[src/rtl/cipher_pkg.sv]
// cipher_pkg
// Definitions shared by the round sequencer, the datapath input mux and the
// key-schedule unit of the block-cipher core.
//   cipher_state_t : sequencer states (IDLE / KEY / DONE)
//   SEL_INIT       : datapath mux select, load input ^ round key (initial add)
//   SEL_ROUND      : datapath mux select, load round(state) ^ round key
//   NR_AES128      : default number of full rounds after the initial add
package cipher_pkg;

    typedef enum logic [1:0] {
        IDLE = 2'd0,
        KEY  = 2'd1,
        DONE = 2'd2
    } cipher_state_t;

    localparam logic SEL_INIT  = 1'b0;
    localparam logic SEL_ROUND = 1'b1;

    localparam int NR_AES128 = 10;

endpackage

[src/rtl/cipher_round_cnt.sv]
// cipher_round_cnt
// Round index counter for the cipher sequencer. Clear wins over enable, and
// the count holds at NR so the index can never run past the last round key.
// Ports:
//   clk, rst_n : clock, asynchronous active-low reset
//   clr        : synchronous clear to 0
//   en         : advance by one (ignored once the count has reached NR)
//   rnd        : current round index, 0..NR
//   last       : rnd == NR
module cipher_round_cnt #(
    parameter int NR = 10,
    parameter int RW = 4
) (
    input  logic          clk,
    input  logic          rst_n,
    input  logic          clr,
    input  logic          en,
    output logic [RW-1:0] rnd,
    output logic          last
);

    localparam logic [RW-1:0] NR_V = RW'(NR);

    logic [RW-1:0] rnd_q;

    always_ff @(posedge clk or negedge rst_n) begin
        if (!rst_n) begin
            rnd_q <= '0;
        end else if (clr) begin
            rnd_q <= '0;
        end else if (en && (rnd_q != NR_V)) begin
            rnd_q <= rnd_q + RW'(1);
        end
    end

    assign rnd  = rnd_q;
    assign last = (rnd_q == NR_V);

endmodule

[src/rtl/cipher_round_ctrl.sv]
// cipher_round_ctrl
// Control sequencer for the iterative round datapath. For each accepted block
// it fetches round keys 0..NR from the key schedule and strobes the state
// register once per delivered key: key 0 with the initial AddRoundKey, keys
// 1..NR with the round function, the last one without MixColumns.
// Ports:
//   clk, rst_n           : clock, asynchronous active-low reset
//   in_valid / in_ready  : block input handshake
//   abort                : synchronous cancel back to IDLE
//   rk_req / rk_idx      : round key request and index
//   rk_ack               : round key present on the datapath this cycle
//   st_en                : load the state register this cycle
//   dp_sel               : SEL_INIT for the initial add, SEL_ROUND afterwards
//   mc_bypass            : final round, skip MixColumns
//   out_valid / out_ready: result handshake
//   dbg_state            : current sequencer state (cipher_state_t encoding)
//
// Handshakes: a transfer happens on a rising edge where valid and ready are
// both 1. A producer holds valid (and its payload) stable until the transfer;
// ready may come and go freely. rk_req/rk_ack follow the same rule with rk_req
// as valid. abort overrides every transfer in the cycle it is asserted.
module cipher_round_ctrl
    import cipher_pkg::*;
#(
    parameter int NR = NR_AES128,
    parameter int RW = 4
) (
    input  logic          clk,
    input  logic          rst_n,
    input  logic          in_valid,
    output logic          in_ready,
    input  logic          abort,
    output logic          rk_req,
    output logic [RW-1:0] rk_idx,
    input  logic          rk_ack,
    output logic          st_en,
    output logic          dp_sel,
    output logic          mc_bypass,
    output logic          out_valid,
    input  logic          out_ready,
    output logic [1:0]    dbg_state
);

    cipher_state_t state_q, state_d;

    logic          cnt_clr;
    logic          cnt_en;
    logic [RW-1:0] rnd;
    logic          rnd_last;

    cipher_round_cnt #(
        .NR(NR),
        .RW(RW)
    ) u_cnt (
        .clk  (clk),
        .rst_n(rst_n),
        .clr  (cnt_clr),
        .en   (cnt_en),
        .rnd  (rnd),
        .last (rnd_last)
    );

    always_ff @(posedge clk or negedge rst_n) begin
        if (!rst_n) begin
            state_q <= IDLE;
        end else begin
            state_q <= state_d;
        end
    end

    always_comb begin
        state_d = state_q;
        cnt_clr = 1'b0;
        cnt_en  = 1'b0;
        st_en   = 1'b0;
        case (state_q)
            IDLE: begin
                if (in_valid) begin
                    state_d = KEY;
                    cnt_clr = 1'b1;
                end
            end
            KEY: begin
                // The key and the state load complete in the same cycle.
                if (rk_ack) begin
                    st_en = 1'b1;
                    if (rnd_last) begin
                        state_d = DONE;
                    end else begin
                        cnt_en = 1'b1;
                    end
                end
            end
            DONE: begin
                // Index is cleared on handoff so IDLE always shows rnd = 0.
                if (out_ready) begin
                    state_d = IDLE;
                    cnt_clr = 1'b1;
                end
            end
            default: begin
                state_d = IDLE;
                cnt_clr = 1'b1;
            end
        endcase
        // Cancel beats everything, including a pending result.
        if (abort) begin
            state_d = IDLE;
            cnt_clr = 1'b1;
            cnt_en  = 1'b0;
            st_en   = 1'b0;
        end
    end

    // Registered decodes only: no input reaches these outputs.
    assign in_ready  = (state_q == IDLE);
    assign rk_req    = (state_q == KEY);
    assign out_valid = (state_q == DONE);
    assign rk_idx    = rnd;
    assign dp_sel    = rk_req ? ((rnd != '0) ? SEL_ROUND : SEL_INIT) : 1'b0;
    assign mc_bypass = rk_req & rnd_last;
    assign dbg_state = state_q;

endmodule

[config.mk]
export PLATFORM = sky130hd
export DESIGN_NAME = cipher_round_ctrl
export DESIGN_NICKNAME = d
export VERILOG_FILES = /design/src/rtl/cipher_pkg.sv /design/src/rtl/cipher_round_cnt.sv /design/src/rtl/cipher_round_ctrl.sv
export SDC_FILE = /design/constraint.sdc
export NUM_CORES = 1
export LEC_CHECK = 0
export CORE_MARGIN = 2
export CORE_UTILIZATION = 29
export CTS_CLUSTER_SIZE = 16
export DETAILED_ROUTE_END_ITERATION = 10
export RECOVER_POWER = 100
export SETUP_SLACK_MARGIN = 0.05
export SYNTH_ARGS = -nofsm -noshare
export SYNTH_HDL_FRONTEND = slang
export SYNTH_SLANG_ARGS = --single-unit
[constraint.sdc]
create_clock -name clk -period 1.8 [get_ports clk]
set_input_delay 0.36 -clock clk [delete_from_list [all_inputs] [get_ports clk]]
set_output_delay 0.36 -clock clk [all_outputs]
set_load 0.02 [all_outputs]
==> results of run 1 <==
-- final timing paths --
| kind | to | slack [ns] |
|---|---|---|
| worst max-delay path | out_valid | 0.08 |
| worst min-delay path | u_cnt.rnd[1] | 0.44 |
| worst max register to register | u_cnt.rnd[2] | 0.17 |
| worst min register to register | u_cnt.rnd[3] | 0.62 |
| max in group asynchronous | u_cnt.rnd[3] | 1.13 |
| min in group clk | dbg_state[1] | 0.53 |
-- final cells by class --
type	count	share of cell area
Inverter	6	0.0338
Sequential cell	6	0.226
Tap cell	15	0.0282
Multi-Input combinational cell	33	0.353
Clock buffer	3	0.0338
Timing Repair Buffer	28	0.325
-- metal layers --
layer	track usage	up-vias	wire, um
li1	-	222	-
met1	0.140	200	450
met2	0.213	18	485
met3	0.0348	2	65
met4	0.0581	0	11
met5	0	-	0
-- placed cells by master (no fill, tap or decap), drive strengths merged --
| cell | Yosys | layout |
|---|---|---|
| and2b | 1 | 1 |
| nor2 | 6 | 6 |
| ha | 3 | 3 |
| clkdlybuf4s50 | 0 | 6 |
| nand2b | 1 | 1 |
| o221a | 1 | 1 |
| and3b | 1 | 1 |
| or3 | 1 | 1 |
| inv | 6 | 6 |
| or2b | 1 | 1 |
| clkdlybuf4s15 | 0 | 1 |
| dfrtp | 6 | 6 |
| nand3b | 1 | 1 |
| buf | 0 | 7 |
| dlygate4sd3 | 0 | 1 |
| dlymetal6s2s | 0 | 1 |
| nand4bb | 1 | 1 |
| a21oi | 5 | 5 |
| a22oi | 1 | 1 |
| a32oi | 1 | 1 |
| dlygate4sd2 | 0 | 2 |
| nand3 | 3 | 3 |
| nand2 | 1 | 1 |
| or4 | 1 | 1 |
| clkbuf | 0 | 13 |
| o21ai | 4 | 4 |
-- report_power, final --
group	switching, mW	internal [mW]	total [mW]
registers	0.00197	0.137	0.139
logic	0.0314	0.0314	0.0628
clock network	0.0504	0.0756	0.126
-- cells by family after synthesis --
family,after synthesis,share of synthesized area
flops,6,0.366
compound gates,12,0.186
simple gates,18,0.302
fa+ha+maj,3,0.0915
buf+inv,6,0.0549
-- sequential cells by signal (all words and copies together) (netlist names) --
register / cells
dbg_state: 2
u_cnt.rnd: 4
-- what timing repair did --
item | CTS | global route
hold buffers | 0 | 0
gates cloned | 0 | 0
resized for setup | 11 | 9
setup endpoints to repair | 6 | 8
-- through the flow --
stage	setup slack, ns	hold slack (ns)
global route	0.0275	0.453
finish	0.0824	0.437
global placement	-0.260	0.602
CTS	0.0502	0.372
floorplan	0.215	0.0644
detailed placement	-0.278	0.620
==> results.json, run 1 <==
{
  "status": "finished clean",
  "power_leakage_nw": 0.305,
  "path_cells": "buf_12 > and2b_1 > dlygate4sd2_1",
  "wl_per_cell_um": 11.1,
  "dr.pass1.iters": 4,
  "grt_max_degree": 8,
  "io_buffers": 17,
  "slew_headroom": 0.716,
  "min_period_over_period": 0.954,
  "finalHoldViolations": 0,
  "synth_nets": 54,
  "synthTopCellsByArea": "dfrtp_1, ha_1, nand4bb_4",
  "register_area_um2": 150,
  "final_nets": 87,
  "synth_largest_area_cell": "dfrtp_1",
  "rsz0062_at_grt": "no",
  "core_um2": 1320,
  "grt_first_pass_wirelength_um": 1610,
  "drive_gt1_frac": 0.197,
  "worst_setup_path_start_kind": "register",
  "numCtsBuffers": 3,
  "setup_viol": 0,
  "die_y_um": 41.6,
  "netlist_area_um2": 410,
  "placed_area_um2": 694,
  "ant_nets": 0,
  "maxCapViolCount": 0,
  "crit_start": "dbg_state[0]",
  "ys_seq_area_frac": 0.366,
  "synth_edf_count": 0,
  "cts_tree": "built",
  "first_iter_violations": 12,
  "ys_async_sr_fraction": 1.00,
  "root_buffer": "clkbuf_4",
  "avgSynthCellArea_um2": 9.12,
  "dpl.cell_count": 88,
  "worst_pin_slew_ns": 0.426,
  "clkTransAtPathRegs_ns": 0.05,
  "synth_top_area_share": 0.366,
  "worstPathArrival_ns": 1.36,
  "rows": 13,
  "io_pins": 18,
  "path_max_fanout": 7,
  "cts_setup_buffers": 0,
  "instances_no_fill": 91,
  "worst_path_dominant_cell_family": "buffers and inverters",
  "power_mw": 0.328,
  "drv_slew": 0,
  "crit_type": "reg2out",
  "synthTopCellsByCount": "dfrtp_1, inv_1, nor2_1",
  "die_width_um": 41.6,
  "hp-class": "in2async",
  "min_period_ns": 1.72,
  "antenna_found_initial": 0,
  "area_delta_synth_final_pct": 62.2,
  "design_area_um2": 666,
  "cts.path.max_buffers": 2,
  "crit_cells": 3,
  "ys_types": 20,
  "grt_pass1_vias": 412,
  "critPathMaxStageDelay_ns": 0.40,
  "gp_congestion": 0.755,
  "wirelength_um": 1010,
  "finClkSkew_ns": 0.00368,
  "ys_seq_elements": 6,
  "vias": 442,
  "crit_path_end_kind": "output pin",
  "cp_slowest_cell": "dfrtp_1",
  "diodes": 0,
  "place_hpwl_um": 816,
  "viasPerCell": 4.86,
  "yosysWarningCount": 0,
  "power-per-cell-area_nw_per_um2": 493,
  "nFillCells": 137,
  "overflow": 0,
  "insertion_delay_ns": 0.24,
  "htree_levels": 1,
  "regToRegStartpoint": "dbg_state[1]",
  "drc": 0,
  "required_ns": 1.44,
  "worst-path-buf-inv": 2,
  "die_area_um2": 1730,
  "track_usage": 0.124,
  "synthCells": 45,
  "start_util": 0.311,
  "utilization": 0.505,
  "ir_drop_v": 0.000326,
  "max_freq_ghz": 0.582,
  "r2r_cells": 4,
  "tns_ns": 0,
  "clkSinkCount": 6,
  "synth-main-ff-cell": "dfrtp_1",
  "multi_input_area_um2": 235
}
Note: power is estimated with default switching activity, not from simulation.
==> run 2, diff against run 1 <==
--- a/config.mk
+++ b/config.mk
@@ -9,6 +9,7 @@
 export CORE_UTILIZATION = 29
 export CTS_CLUSTER_SIZE = 16
 export DETAILED_ROUTE_END_ITERATION = 10
+export PLACE_DENSITY_LB_ADDON = 0.2
 export RECOVER_POWER = 100
 export SETUP_SLACK_MARGIN = 0.05
 export SYNTH_ARGS = -nofsm -noshare
==> results.json, run 2 (synthesized netlist as in run 1, its figures left out) <==
{
  "status": "finished clean",
  "hp-class": "in2async",
  "tns_ns": 0,
  "setup_viol": 0,
  "ir_drop_v": 0.000263,
  "insertion_delay_ns": 0.23,
  "final_common_cell": "buf_4",
  "core_um2": 1320,
  "worst_setup_path_start_kind": "input pin",
  "worstPathArrival_ns": 1.88,
  "antenna_found_initial": 0,
  "placed_area_um2": 674,
  "power_leakage_nw": 0.313,
  "final_nets": 86,
  "register_area_um2": 150,
  "cts_tree": "built",
  "multi_input_area_um2": 234,
  "finalHoldViolations": 0,
  "required_ns": 1.95,
  "root_buffer": "clkbuf_4",
  "rows": 13,
  "grt_first_pass_wirelength_um": 1520,
  "io_pins": 18,
  "min_period_over_period": 0.962,
  "first_iter_violations": 8,
  "power-per-cell-area_nw_per_um2": 474,
  "die_y_um": 41.6,
  "largest_register_ffs": 4,
  "wirelength_um": 958,
  "start_util": 0.311,
  "wl_per_cell_um": 10.6,
  "die_area_um2": 1730,
  "drv_slew": 0,
  "design_area_um2": 664,
  "crit_path_end_kind": "register",
  "area_delta_synth_final_pct": 61.9,
  "htree_levels": 1,
  "cts.path.max_buffers": 2,
  "dr.pass1.iters": 4,
  "io_buffers": 17,
  "maxCapViolCount": 0,
  "vias": 406,
  "nFillCells": 137,
  "numCtsBuffers": 3,
  "finClkSkew_ns": 0.000917,
  "overflow": 0,
  "track_usage": 0.120,
  "min_period_ns": 1.73,
  "clkTransAtPathRegs_ns": 0.04,
  "crit_type": "in2reg",
  "slew_headroom": 0.750,
  "utilization": 0.504,
  "viasPerCell": 4.51,
  "die_width_um": 41.6,
  "hold_buffers": 0,
  "drc": 0,
  "ant_nets": 0,
  "path_max_fanout": 6,
  "grt_pass1_vias": 356,
  "worst_pin_slew_ns": 0.376,
  "gp_congestion": 0.732,
  "final_cell_mix": "buf_4, inv_1, nor2_1, dfrtp_1, clkdlybuf4s50_1",
  "drive_gt1_frac": 0.200,
  "grt_max_degree": 7,
  "max_freq_ghz": 0.577,
  "place_hpwl_um": 813,
  "clkSinkCount": 6,
  "rsz0062_at_grt": "no",
  "diodes": 0
}
run 2: changes by cell type in the layout (fill, tap and decap cells not counted):
cell,delta
or4_2,-1
dlygate4sd3_1,+4
clkbuf_4,-1
a21oi_2,-1
a21oi_1,+1
clkdlybuf4s15_1,-1
clkbuf_1,-5
or4_4,+1
dlygate4sd2_1,+1
dlymetal6s2s_1,-1
clkbuf_2,+1
buf_12,-1
buf_4,+2
run 2: per-stage QoR:
stage | hold slack (ns) | power [mW] | std cells | worst slack, ns
after floorplan | 0.0644 | 0.168 | 45 | 0.215
after global placement | 0.586 | 0.209 | 87 | -0.244
after detailed placement | 0.593 | 0.209 | 87 | -0.248
after CTS | 0.349 | 0.326 | 90 | 0.0260
after global routing | 0.433 | 0.340 | 90 | 0.0475
final | 0.424 | 0.315 | 90 | 0.0675
run 2: final timing paths:
kind | start | end | slack (ns) | cells after the start
max | rk_ack | u_cnt.rnd[2] | 0.07 | 5
min | rst_n | dbg_state[1] | 0.42 | 1
max reg2reg | dbg_state[0] | u_cnt.rnd[2] | 0.25 | 5
min reg2reg | u_cnt.rnd[0] | u_cnt.rnd[0] | 0.60 | 3
max in group asynchronous | rst_n | u_cnt.rnd[3] | 1.18 | 1
min in group clk | u_cnt.rnd[0] | u_cnt.rnd[0] | 0.60 | 3
run 2: report_power, final:
part	internal [mW]	switching (mW)
registers	0.138	0.00216
logic	0.0306	0.0301
clock network	0.0748	0.0393
total	0.243	0.0715
run 2: area by class of cell:
class,instances,share of cell area
inverters,6,0.0339
clock buffers,3,0.0339
repair buffers,27,0.326
flip-flops and latches,6,0.226
well taps,15,0.0282
multi-input cells,33,0.352
run 2: what timing repair did:
item | 4_1_cts | 5_1_grt
pin swaps | 0 | 0
setup endpoints to repair | 6 | 3
endpoints found under the hold margin | 0 | 0
setup buffers | 0 | 0
gates resized for setup | 7 | 5
run 2: critical path, cell delays in order:
cell and delay [ns]:
dlygate4sd3_1 0.59, nand4bb_4 0.12, buf_4 0.16, or4_4 0.46, a21oi_1 0.17
run 2: routing by layer:
metal	GRT usage	part of all wire
met4	0.116	0.013
met3	0.0130	0.025
met5	0	0
met1	0.155	0.50
met2	0.169	0.46
